[config.mk]
export PLATFORM = sky130hd
export DESIGN_NAME = ps2_keycode
export DESIGN_NICKNAME = d
export VERILOG_FILES = /design/src/rtl/ps2_keycode.sv
export SDC_FILE = /design/constraint.sdc
export NUM_CORES = 1
export LEC_CHECK = 0
export ABC_AREA = 1
export CAP_MARGIN = 20
export CORE_ASPECT_RATIO = 1.5
export CORE_UTILIZATION = 35
export DETAILED_ROUTE_END_ITERATION = 16
export GPL_TIMING_DRIVEN = 0
export PLACE_DENSITY_LB_ADDON = 0.08
export SKIP_CTS_REPAIR_TIMING = 1
export SLEW_MARGIN = 30
export SYNTH_ARGS = -nofsm -noshare
export SYNTH_HDL_FRONTEND = slang
export SYNTH_SLANG_ARGS = --single-unit
[constraint.sdc]
create_clock -name Clk -period 2.34 [get_ports Clk]
set_clock_uncertainty 0.2 [all_clocks]
set_input_delay 0.468 -clock Clk [delete_from_list [all_inputs] [get_ports Clk]]
set_output_delay 0.468 -clock Clk [all_outputs]
set_load 0.01 [all_outputs]
[src/rtl/ps2_keycode.sv]
// PS/2 Set-2 keyboard receiver: conditions the raw pins, deframes bytes and
// turns make/break/extended sequences into a held-key HID keycode.
module ps2_keycode #(
  parameter int FILTER  = 8,
  parameter int TIMEOUT = 100000
) (
  input  logic       Clk,
  input  logic       Reset,
  input  logic       ps2_clk,
  input  logic       ps2_data,
  output logic [7:0] keycode,
  output logic       key_event,
  output logic       frame_err
);

  localparam int FW = $clog2(FILTER + 1);
  localparam int TW = $clog2(TIMEOUT + 1);
  localparam logic [FW-1:0] FILT_LAST = FW'(FILTER - 1);
  localparam logic [TW-1:0] TO_LAST   = TW'(TIMEOUT - 1);

  localparam logic [1:0] S_IDLE   = 2'd0;
  localparam logic [1:0] S_DATA   = 2'd1;
  localparam logic [1:0] S_PARITY = 2'd2;
  localparam logic [1:0] S_STOP   = 2'd3;

  logic          clk_s1_q, clk_s1_d, clk_s2_q, clk_s2_d;
  logic          dat_s1_q, dat_s1_d, dat_s2_q, dat_s2_d;
  logic          filt_clk_q, filt_clk_d;
  logic [FW-1:0] filt_cnt_q, filt_cnt_d;
  logic          sample;

  logic [1:0]    state_q, state_d;
  logic [2:0]    bit_cnt_q, bit_cnt_d;
  logic [7:0]    shift_q, shift_d;
  logic          parity_q, parity_d;
  logic [TW-1:0] to_cnt_q, to_cnt_d;
  logic          byte_valid_q, byte_valid_d;
  logic          frame_err_q, frame_err_d;

  logic          ext_q, ext_d, brk_q, brk_d;
  logic [7:0]    keycode_q, keycode_d;
  logic          key_event_q, key_event_d;
  logic [7:0]    hid;

  // Input conditioning: the filtered clock only flips after FILTER
  // consecutive synchronized samples that disagree with it.
  always_comb begin
    clk_s1_d   = ps2_clk;
    clk_s2_d   = clk_s1_q;
    dat_s1_d   = ps2_data;
    dat_s2_d   = dat_s1_q;
    filt_clk_d = filt_clk_q;
    filt_cnt_d = '0;
    if (clk_s2_q != filt_clk_q) begin
      if (filt_cnt_q == FILT_LAST) begin
        filt_clk_d = clk_s2_q;
      end else begin
        filt_cnt_d = filt_cnt_q + 1'b1;
      end
    end
  end

  assign sample = filt_clk_q & ~filt_clk_d;

  always_comb begin
    state_d      = state_q;
    bit_cnt_d    = bit_cnt_q;
    shift_d      = shift_q;
    parity_d     = parity_q;
    byte_valid_d = 1'b0;
    frame_err_d  = 1'b0;

    if (state_q == S_IDLE || sample) begin
      to_cnt_d = '0;
    end else if (to_cnt_q != TO_LAST) begin
      to_cnt_d = to_cnt_q + 1'b1;
    end else begin
      to_cnt_d = to_cnt_q;
    end

    if (sample) begin
      case (state_q)
        S_IDLE: begin
          if (!dat_s2_q) begin
            state_d   = S_DATA;
            bit_cnt_d = '0;
          end
        end
        S_DATA: begin
          shift_d   = {dat_s2_q, shift_q[7:1]};
          bit_cnt_d = bit_cnt_q + 1'b1;
          if (bit_cnt_q == 3'd7) state_d = S_PARITY;
        end
        S_PARITY: begin
          parity_d = dat_s2_q;
          state_d  = S_STOP;
        end
        default: begin
          state_d = S_IDLE;
          if ((^{shift_q, parity_q}) && dat_s2_q) byte_valid_d = 1'b1;
          else                                     frame_err_d  = 1'b1;
        end
      endcase
    end else if (state_q != S_IDLE && to_cnt_q == TO_LAST) begin
      state_d     = S_IDLE;
      frame_err_d = 1'b1;
    end
  end

  // The shift register holds the received byte while byte_valid_q is high.
  always_comb begin
    hid = 8'h00;
    if (ext_q) begin
      case (shift_q)
        8'h6B:   hid = 8'h50;
        8'h74:   hid = 8'h4F;
        default: hid = 8'h00;
      endcase
    end else begin
      case (shift_q)
        8'h1C:   hid = 8'h04;
        8'h23:   hid = 8'h07;
        8'h1D:   hid = 8'h1A;
        8'h1B:   hid = 8'h16;
        8'h29:   hid = 8'h2C;
        8'h5A:   hid = 8'h28;
        8'h76:   hid = 8'h29;
        default: hid = 8'h00;
      endcase
    end
  end

  always_comb begin
    keycode_d   = keycode_q;
    key_event_d = 1'b0;
    ext_d       = ext_q;
    brk_d       = brk_q;
    if (frame_err_d) begin
      ext_d = 1'b0;
      brk_d = 1'b0;
    end else if (byte_valid_q) begin
      if (shift_q == 8'hE0) begin
        ext_d = 1'b1;
      end else if (shift_q == 8'hF0) begin
        brk_d = 1'b1;
      end else begin
        ext_d = 1'b0;
        brk_d = 1'b0;
        // Releasing an older key must not clear a newer one.
        if (hid != 8'h00) begin
          if (!brk_q && hid != keycode_q) begin
            keycode_d   = hid;
            key_event_d = 1'b1;
          end else if (brk_q && hid == keycode_q) begin
            keycode_d   = 8'h00;
            key_event_d = 1'b1;
          end
        end
      end
    end
  end

  always_ff @(posedge Clk) begin
    if (Reset) begin
      clk_s1_q     <= 1'b1;
      clk_s2_q     <= 1'b1;
      dat_s1_q     <= 1'b1;
      dat_s2_q     <= 1'b1;
      filt_clk_q   <= 1'b1;
      filt_cnt_q   <= '0;
      state_q      <= S_IDLE;
      bit_cnt_q    <= '0;
      shift_q      <= '0;
      parity_q     <= 1'b0;
      to_cnt_q     <= '0;
      byte_valid_q <= 1'b0;
      frame_err_q  <= 1'b0;
      ext_q        <= 1'b0;
      brk_q        <= 1'b0;
      keycode_q    <= 8'h00;
      key_event_q  <= 1'b0;
    end else begin
      clk_s1_q     <= clk_s1_d;
      clk_s2_q     <= clk_s2_d;
      dat_s1_q     <= dat_s1_d;
      dat_s2_q     <= dat_s2_d;
      filt_clk_q   <= filt_clk_d;
      filt_cnt_q   <= filt_cnt_d;
      state_q      <= state_d;
      bit_cnt_q    <= bit_cnt_d;
      shift_q      <= shift_d;
      parity_q     <= parity_d;
      to_cnt_q     <= to_cnt_d;
      byte_valid_q <= byte_valid_d;
      frame_err_q  <= frame_err_d;
      ext_q        <= ext_d;
      brk_q        <= brk_d;
      keycode_q    <= keycode_d;
      key_event_q  <= key_event_d;
    end
  end

  assign keycode   = keycode_q;
  assign key_event = key_event_q;
  assign frame_err = frame_err_q;

endmodule

==> impl_metrics.env <==
export IMPL_synth_edff_count=0
export IMPL_synthSimpleGateAreaFrac_pct=35.4
export IMPL_drc=0
export IMPL_r2r_cells=18
export IMPL_hold_viol_final=0
export IMPL_port_buffers=11
export IMPL_synth_most_common_cell="nand2_1"
export IMPL_syn_area_per_cell_um2=6.81
export IMPL_ys_seq_area_share_pct=35.5
export IMPL_start_util_pct=36.4
export IMPL_synthXorXnorAreaFrac_pct=2.99
export IMPL_root_buffer="clkbuf_16"
export IMPL_synthCells=430
export IMPL_setup_viol=8
export IMPL_power_density_mw_per_mm2=461
export IMPL_synth_seq_cells=52
export IMPL_synth_async_reset_ratio_pct=0
export IMPL_gr_total_overflow=0
export IMPL_cts_buffers=5
export IMPL_antenna_found_initial=0
export IMPL_grt_pass1_vias=2520
export IMPL_drt_wirelength_per_cell_um=11.8
export IMPL_postRouteAntennaNets=0
export IMPL_hold_path_class="register to register"
export IMPL_cts_clk_slew_worst_paths_ns=0.07
export IMPL_syn2layout_area_growth_pct=22.8
export IMPL_post_route_min_period_ns=2.82
export IMPL_worstPathRequired_ns=2.34
export IMPL_power_mw=1.66
export IMPL_drive_gt1_share_pct=24.3
export IMPL_yosysWarnings=0
export IMPL_violations="negative setup slack"
export IMPL_cp_arrival_ns=2.82
export IMPL_pin_count=14
export IMPL_synth_common_cells="nand2_1 (91), nor2_1 (62), dfxtp_1 (52)"
export IMPL_slowest_delay_ns=0.33
export IMPL_ys_flop_type="dfxtp_1"
export IMPL_fmax_ghz=0.355
export IMPL_crit_cells=18
export IMPL_finalCritPeriodShare_pct=120
export IMPL_dp_slack_ns=-0.574
export IMPL_synth_area_leaders="dfxtp_1 (36%), nand2_1 (12%), nor2_1 (7.9%)"
export IMPL_crit_fanout=7
export IMPL_routed_via_density=4.72
export IMPL_syn_cell_area_mm2=0.00293
export IMPL_grt_max_degree=17
export IMPL_drt_iter0_markers=83
export IMPL_dp_final_hpwl_um=4990
export IMPL_crit_path_top_delay_cell="dfxtp_2"
export IMPL_die_y_um=114
export IMPL_finalWirelength_um=6650
export IMPL_critical_path_top_delay_family="simple AND/OR/NAND/NOR gates"
export IMPL_ir_drop_uv=456
export IMPL_synthMuxAreaShare_pct=0
export IMPL_cts_buffer_depth=2
export IMPL_cts_tree="yes"
export IMPL_start_kind="register"
export IMPL_dieArea_mm2=0.00875
export IMPL_rows=40
export IMPL_die_w_um=76.7
export IMPL_synthAdderAreaFrac_pct=4.27
export IMPL_cts_sinks=52
export IMPL_synth_top_family_by_area="simple AND/OR/NAND/NOR gates"
export IMPL_critPathCaptureType="register"
export IMPL_path_buf_inv=4
export IMPL_insertion_delay_ns=0.30
export IMPL_power_leakage_nw=1.46
export IMPL_crit_type="register to register"
export IMPL_dr_pass1_iters=4
export IMPL_yosysUniqueCellTypes=38
export IMPL_route_vias_total=2667
export IMPL_diodes=0
export IMPL_rsz0062_at_grt="true"
export IMPL_nets=473
export IMPL_synth_area_leader_cell="dfxtp_1"
export IMPL_final_util_pct=44.6
export IMPL_max_cap_viol_count=0
export IMPL_track_usage_pct=15.8
export IMPL_whs_path_depth=1
export IMPL_synth_compound_area_share_pct=12.3
export IMPL_gp_congestion=0.775
export IMPL_status="finished with violations"
export IMPL_cp_common_cell="nor2_2"
export IMPL_h_tree_depth=2
export IMPL_core_mm2=0.00806
export IMPL_syn_nets=444
export IMPL_finalMaxSlewViolations=0
export IMPL_synth_top_area_share_pct=35.5
export IMPL_grt_pass1_wl_um=11000
export IMPL_worst_slack_ns=-0.479
export IMPL_cp_cell_sequence="buf_8, nand2_4, nor2_4, buf_4, inv_1, nor2_1, a21oi_4, xnor2_1, nor3_1, nand2_1, ha_1, nor2_2, nand3_2, nor2_4, nand2_4, buf_6, nor2_2, nor2_2"
-- worst reg2reg max path: cells and delay by family (launching register included) --
kind | cells | cell delay [ns]
simple gates | 11 | 1.25
buf+inv | 4 | 0.45
flops | 1 | 0.33
fa+ha+maj | 1 | 0.29
xor+xnor | 1 | 0.14
compound gates | 1 | 0.07
-- state kept, by name, summed over array words and instances, names as in the netlist --
name / cells
bit_cnt_q: 3
brk_q: 1
frame_err: 1
filt_cnt_q: 4
state_q: 2
dat_s2_q: 1
shift_q: 8
parity_q: 1
filt_clk_q: 1
ext_q: 1
byte_valid_q: 1
to_cnt_q: 17
keycode: 7
clk_s1_q: 1
clk_s2_q: 1
key_event: 1
dat_s1_q: 1
-- layout make-up --
class	instances	area, um2
buffer	7	60.1
clock buffer	6	129
clock inverter	2	16.3
fill	851	4460
inverter	61	236
multi-input combinational	310	1770
sequential	52	1050
tap	105	131
timing repair buffer	22	200
-- stage by stage --
stage,instances,setup TNS [ns],instance area (um2),hold slack [ns]
2_1_floorplan,430,-0.668,2950,0.189
3_3_place_gp,546,-4.19,3200,0.191
3_5_place_dp,546,-4.21,3200,0.202
4_1_cts,554,-4.41,3340,0.219
5_1_grt,565,-5.05,3600,0.224
6_report,565,-3.36,3600,0.213
-- cells in the final DEF, fill, tap and decap left out, types with 12 or more instances in the layout --
| cell | netlist | final |
|---|---|---|
| nand2_1 | 91 | 74 |
| nor2_1 | 62 | 51 |
| inv_1 | 48 | 45 |
| dfxtp_1 | 52 | 45 |
| a21oi_1 | 28 | 27 |
| o21ai_0 | 28 | 25 |
| nand2_2 | 7 | 22 |
| nand3_1 | 20 | 18 |
| inv_2 | 11 | 12 |
| nor2_2 | 10 | 12 |
-- power breakdown --
group,internal (mW),switching (mW),total (mW),leakage (nW)
Combinational,0.0110,0.0142,0.0252,0.969
Clock,0.400,0.346,0.746,0.0671
Sequential,0.885,0.00247,0.888,0.424
Total,1.30,0.363,1.66,1.46
-- cells by family (layout without fill, tap and decap cells) --
group / Yosys count / after routing
AND/OR/NAND/NOR: 224 / 224
adder cells (fa/ha/maj): 10 / 10
other: 1 / 1
buffers and inverters: 68 / 98
AO/OA/AOI/OAI: 65 / 65
XOR/XNOR: 10 / 10
flip-flops: 52 / 52
-- per-layer routing --
metal | up-vias | global-route usage (%) | wire [um]
met2 | 20 | 31.2 | 3710
met1 | 1214 | 15.6 | 2710
met5 | - | 0 | 0
met4 | 0 | 7.44 | 135
met3 | 10 | 2.80 | 98
li1 | 1423 | - | -
-- path summary, 6_finish.rpt --
kind              slack, ns         end        from
setup / recovery      -0.48  keycode[5]  shift_q[3]
hold / removal         0.21    dat_s2_q    dat_s1_q
setup reg to reg      -0.48  keycode[5]  shift_q[3]
hold reg to reg        0.21    dat_s2_q    dat_s1_q
Note: power is estimated with default switching activity, not from simulation.
